==> config.mk <==
export PLATFORM = sky130hd
export DESIGN_NAME = product_bcd_converter
export DESIGN_NICKNAME = d
export VERILOG_FILES = /design/src/rtl/product_bcd_converter_pkg.sv /design/src/rtl/product_bcd_converter_add3.sv /design/src/rtl/product_bcd_converter.sv
export SDC_FILE = /design/constraint.sdc
export NUM_CORES = 1
export LEC_CHECK = 0
export ABC_AREA = 0
export CAP_MARGIN = 40
export CORE_MARGIN = 4
export CORE_UTILIZATION = 48
export CTS_CLUSTER_DIAMETER = 150
export DETAILED_ROUTE_END_ITERATION = 10
export HOLD_SLACK_MARGIN = 0.02
export PLACE_DENSITY = 0.73
export SYNTH_ARGS = -nofsm -noshare
export SYNTH_HDL_FRONTEND = slang
export SYNTH_SLANG_ARGS = --single-unit
==> constraint.sdc <==
create_clock -name clk -period 1.51 [get_ports clk]
set_input_delay 0.302 -clock clk [delete_from_list [all_inputs] [get_ports clk]]
set_output_delay 0.302 -clock clk [all_outputs]
set_load 0.1 [all_outputs]
==> src/rtl/product_bcd_converter_pkg.sv <==
// Shared constants and FSM encoding for the
// product-to-BCD double-dabble converter.
package product_bcd_converter_pkg;

  localparam int IN_W      = 8;
  localparam int DIGITS    = 3;
  localparam int SHIFT_CNT = IN_W;

  typedef enum logic [1:0] {
    IDLE  = 2'b00,
    SHIFT = 2'b01,
    DONE  = 2'b10
  } state_t;

endpackage

==> src/rtl/product_bcd_converter_add3.sv <==
// Double-dabble digit correction: adds 3 to a BCD
// digit that is 5 or more before the next shift.
module bcd_add3_correct (
  input  logic [3:0] digit,
  output logic [3:0] fixed
);

  import product_bcd_converter_pkg::*;

  always_comb begin
    fixed = digit;
    if (digit >= 4'd5) fixed = digit + 4'd3;
  end

endmodule

==> src/rtl/product_bcd_converter.sv <==
// Sequential binary-to-BCD converter for an 8-bit
// multiplier product, valid/ready on both sides.
module product_bcd_converter #(
  parameter int IN_W   = product_bcd_converter_pkg::IN_W,
  parameter int DIGITS = product_bcd_converter_pkg::DIGITS
) (
  input  logic            clk,
  input  logic            rst,
  input  logic            in_valid,
  output logic            in_ready,
  input  logic [IN_W-1:0] product,
  output logic            out_valid,
  input  logic            out_ready,
  output logic [3:0]      bcd_hundreds,
  output logic [3:0]      bcd_tens,
  output logic [3:0]      bcd_ones
);

  import product_bcd_converter_pkg::*;

  localparam int BCD_W = DIGITS * 4;
  localparam int TOT_W = BCD_W + IN_W;
  localparam logic [2:0] LAST = 3'(SHIFT_CNT - 1);

  state_t state, state_n;

  logic [2:0]       cnt;
  logic [IN_W-1:0]  bin;
  logic [BCD_W-1:0] scratch;
  logic [BCD_W-1:0] corr;
  logic [BCD_W-1:0] result;
  logic [TOT_W-1:0] shifted;

  for (genvar i = 0; i < DIGITS; i++) begin : g_fix
    bcd_add3_correct u_fix (
      .digit (scratch[i*4 +: 4]),
      .fixed (corr[i*4 +: 4])
    );
  end

  assign shifted = {corr, bin} << 1;

  always_ff @(posedge clk or posedge rst) begin
    if (rst) state <= IDLE;
    else     state <= state_n;
  end

  always_comb begin
    state_n = state;
    case (state)
      IDLE:    if (in_valid) state_n = SHIFT;
      SHIFT:   if (cnt == LAST) state_n = DONE;
      DONE:    if (out_ready) state_n = IDLE;
      default: state_n = IDLE;
    endcase
  end

  always_ff @(posedge clk or posedge rst) begin
    if (rst) begin
      cnt     <= '0;
      bin     <= '0;
      scratch <= '0;
      result  <= '0;
    end else begin
      case (state)
        IDLE: begin
          if (in_valid) begin
            bin     <= product;
            scratch <= '0;
            cnt     <= '0;
          end
        end
        SHIFT: begin
          bin     <= shifted[IN_W-1:0];
          scratch <= shifted[TOT_W-1:IN_W];
          cnt     <= cnt + 3'd1;
          if (cnt == LAST) result <= shifted[TOT_W-1:IN_W];
        end
        default: ;
      endcase
    end
  end

  // Handshake flags decode registered state only.
  assign in_ready     = (state == IDLE);
  assign out_valid    = (state == DONE);
  assign bcd_hundreds = result[11:8];
  assign bcd_tens     = result[7:4];
  assign bcd_ones     = result[3:0];

endmodule
Yosys cells after proc, flatten, opt, wreduce, memory -nomap -nowiden
Index checks and enable logic that the tools add are counted.
Widths: inputs -> output; s select.

storage, ports and cells
  bits in registers = 37
  input bits = 12
  output and inout port bits = 14
  word-level logic and storage cells = 36

cells by class
  add/subtract/negate cells = 4
  $lt $le $gt $ge = 3
  equality and inequality tests = 6
  mux-type cells = 13
  reductions and logical operators = 5

operator list
  cell                 number
  $pmux 12 s2          1
  $pmux 8 s2           1
  $ge 4x3->1 const B   3
  $mux 12              1
  $add 4x2->4 const B  2
  $mux 4               2
  $mux 8               1
  $mux 2               3
  $mux 3               2
  $pmux 2 s3           1
  $pmux 3 s2           1
  $ne 2x2->1 const B   2
  $reduce_and 2->1     2
  $add 3x1->3 const B  1
  $add 3x2->3 const B  1
  $eq 3x3->1 const B   1
  $reduce_and 3->1     1
  $eq 2x1->1 const B   1
  $eq 2x2->1 const B   1
  $logic_not 2->1      1
  $ne 2x1->1 const B   1
  $reduce_bool 2->1    1

Depth between registers and ports, before layout
  depth after elaboration = 3
  mapped depth = 6
  depth with buffers taken out = 6

Hierarchy
From an unflattened synthesis, not the netlist that was laid out.

unflattened totals
  cell total of the unflattened synthesis = 161
  area total of the unflattened synthesis = 1891.8 µm²

modules (own cells, without submodules)
  module                 times used  cells an instance  area an instance (µm²)  sequential area each (µm²)
  product_bcd_converter  1           113                1587.8                  925.9
  bcd_add3_correct       3           16                 101.3                   0.0

Worst setup path after synthesis
OpenSTA, ideal clock, no wires.

  path type = reg-to-output
  start = register state[0]
  end = output port in_ready
  arrival = 1.956 ns
  data required time = 1.208 ns
  slack = -0.748 ns
  cell stages (with the launch flop) = 4
  path buffers = 2
  path through = dfrtp_1 -> buf_4 -> buf_2 -> nor2_1

on the way
  word-level cells in the longest chain between the ends = 1

RTL lines
  item                    line                         RTL
  from (decl)             product_bcd_converter.sv:25  state_t state, state_n;
  from (signal assigned)  product_bcd_converter.sv:45  else state <= state_n;
  $logic_not 2->1         product_bcd_converter.sv:85  assign in_ready = (state == IDLE);
  to (decl)               product_bcd_converter.sv:10  output logic in_ready,

No other way between the ends.

Final worst setup path
  start = register scratch[1]
  end = register scratch[2]

on the way
  word-level cells in the longest chain between the ends = 3
  elaborated cells between the ends (all ways) = 4
  those cells by class = add/sub (1); order compare (1); mux (2)

RTL lines
  item                                       line                              RTL
  from (decl)                                product_bcd_converter.sv:29       logic [BCD_W-1:0] scratch;
  from (signal assigned)                     product_bcd_converter.sv:75       scratch <= shifted[TOT_W-1:IN_W];
  $add 4x2->4 or $ge 4x3->1 (tied branches)  product_bcd_converter_add3.sv:12  if (digit >= 4'd5) fixed = digit + 4'd3;
  $mux 4 *                                   product_bcd_converter_add3.sv:12
  $pmux 12 s2 *                              product_bcd_converter.sv:65       case (state)

Mark *: on every way between the ends. The rest lies on a longest branch, timed or not.
A chain may end at the register's enable or synchronous reset.

==> results.yml <==
logic_synthesis:
  synth_most_common_cell: "dfrtp_1"
  synthCells: 183
  yosys_warnings: 0
  yosysSeqAreaShare_pct: 50.65
  yosys-top-cells-area: "dfrtp_1 (51%), nand2_1 (6.6%), ha_1 (5.5%)"
  synth_common_cells: "dfrtp_1 (37), nand2_1 (32), o21ai_1 (17), a21oi_1 (13), nor3b_1 (11)"
  syn_avg_cell_area_sq_um: 9.989
  yosysTopAreaCellShare_pct: 50.65
  synth_edf_count: 0
  synthesis.nets: 203
  netlist.top_cell.by_area: "dfrtp_1"
  syn-cell-area_sq_mm: 0.001828
  ys_dominant_reg_cell: "dfrtp_1"
  yosys_register_bits: 37
  synth_cell_types: 26
  synthArstFlopShare_pct: 100.0
place:
  place_congestion: 0.8321
  port_buffers: 25
  postPlaceCellArea_sq_mm: 0.002345
  dp_hpwl_um: 2805
status:
  outcome: "finished clean"
grt:
  busiest_layer: "met2"
  grt_util_met2_pct: 31.57
  use_met3_pct: 4.348
  grt_usage_pct: 18.09
  grt_pass1_wl_um: 6955
  grt_pass1_vias: 1471
  grt_overflow: 0
  met1_usage_pct: 20.85
  antenna_found_initial: 0
  grt_max_degree: 38
clock_tree:
  hold_buffers: 0
  clkTransAtPathRegs_ns: 0.09
  numCtsBuffers: 5
  clk_latency_ns: 0.31
  htree_levels: 2
  cts-root-buf: "clkbuf_8"
  cts_tree: "yes"
  clock-sinks: 37
  cts.path.max_buffers: 2
setup_path:
  critPathSlowestCell: "dfrtp_1"
  cp-start-kind: "register"
  crit_required_ns: 1.74
  end_kind: "register"
  crit_fanout: 3
  criticalPathCategory: "register to register"
  worst-path-buf-inv: 1
  cp_top_family: "flip-flops"
  max_stage_delay_ns: 0.38
  cp_cell_sequence: "inv_2 > ha_1 > nand2b_4 > a21oi_4 > mux2_4 > o21ai_2"
  worstPathArrival_ns: 1.70
timing:
  timing.fmax_ghz: 0.6799
  relSlewSlack_pct: 78.46
  finalSetupViolCount: 0
  clock_skew_ns: 0.01524
  worstMarginPinSlew_ns: 0.3208
  hold_viol: 0
  drv_slew: 0
  min_period_ns: 1.471
  fin_crit_sh_pct: 97.41
routing:
  drt-initial-drc-count: 80
  vias_per_cell: 5.304
  vias: 1448
  drtAntennaViolNets: 0
  routed_wl_um: 4248
  dr.pass1.iters: 4
  drc: 0
  routedWlPerCell_um: 15.56
finish:
  fin_area_sq_mm: 0.002645
  fillCellCount: 237
  final_util_pct: 72.25
  area_delta_synth_final_pct: 44.70
  final_nets: 244
  antenna_cells: 0
  drive_above_1_share_pct: 34.22
floorplanning:
  fp.dieW_um: 69.71
  initial_core_util_pct: 49.93
  dieArea_sq_mm: 0.004859
  io-pin-count: 26
  rows: 22
  die_y_um: 69.71
  coreArea_sq_mm: 0.003661
flow_run:
  cap_violations: 0
hold_path:
  min_path_type: "input pin to async pin"
[logic make-up after synthesis]
kind of cell               count (synthesis)  share of synthesized area [%]
muxes                                      4                          2.875
adders and majority gates                  8                          5.476
DFF                                       37                          50.65
buffers and inverters                     17                          4.585
AOI/OAI and AO/OA                         56                          19.10
and+or+nand+nor                           58                          15.88
xor gates and xnor gates                   3                          1.438
[worst min-delay path, delay by kind of cell]
| kind | cells | cell delay, ns |
|---|---|---|
| buffers and inverters | 3 | 0.71 |
[area by class of cell]
class / instances / area (sq um) / area share, %
Multi-Input combinational cell: 129 / 932.1 / 35.24
Sequential cell: 37 / 927.1 / 35.05
Timing Repair Buffer: 42 / 568.0 / 21.48
Clock buffer: 6 / 82.58 / 3.122
Tap cell: 48 / 60.06 / 2.271
Clock inverter: 2 / 37.54 / 1.419
Inverter: 9 / 37.54 / 1.419
[state kept, by name, indices dropped and copies added (netlist names)]
signal and cells:
cnt 3, bin 8, state 2, result 12, scratch 12
[timing repair]
item / CTS / global route
pin swaps: 3 / 4
setup buffers: 3 / 5
gates resized for setup: 6 / 22
setup endpoints to repair: 8 / 10
[through the flow]
step | setup TNS (ns) | hold WS, ns | std cells | setup WS, ns
6_report | 0 | 0.3458 | 273 | 0.03911
2_1_floorplan | 0 | 0.4124 | 183 | 0.02517
4_1_cts | 0 | 0.3585 | 268 | 0.001278
3_3_place_gp | 0 | 0.4651 | 257 | 0.01075
5_1_grt | -0.03740 | 0.3851 | 273 | -0.02422
3_5_place_dp | -0.2664 | 0.4791 | 257 | -0.05004
[path summary, 6_finish.rpt]
kind / start / end / slack [ns] / cells after the start
worst min-delay path: rst / result[8] / 0.35 / 3
worst min register to register: bin[3] / bin[3] / 0.49 / 2
worst max-delay path: scratch[1] / scratch[2] / 0.04 / 6
worst max register to register: scratch[1] / scratch[2] / 0.04 / 6
max in group asynchronous: rst / state[1] / 0.95 / 3
min in group clk: bin[3] / bin[3] / 0.49 / 2
[metal layers]
layer	wire [um]	share of wire, %
met2	2318	55
met1	1685	40
met3	152	3.6
met5	0	0
met4	92	2.2
[placed cells by master, fill, tap and decap left out, types with 4 or more instances in the layout]
cell type,netlist,final
a21oi_1,13,13
buf_12,0,18
buf_4,4,13
clkbuf_8,0,6
clkdlybuf4s50_1,0,11
dfrtp_1,37,36
inv_2,0,6
nand2_1,32,32
nand2b_4,0,4
nor3b_1,11,11
o21ai_0,10,10
o21ai_1,17,15
o21ai_2,8,10
Power is left out: the tool's default activity adds up to more than one toggle a clock period on the data nets, which glitch-free logic cannot reach.
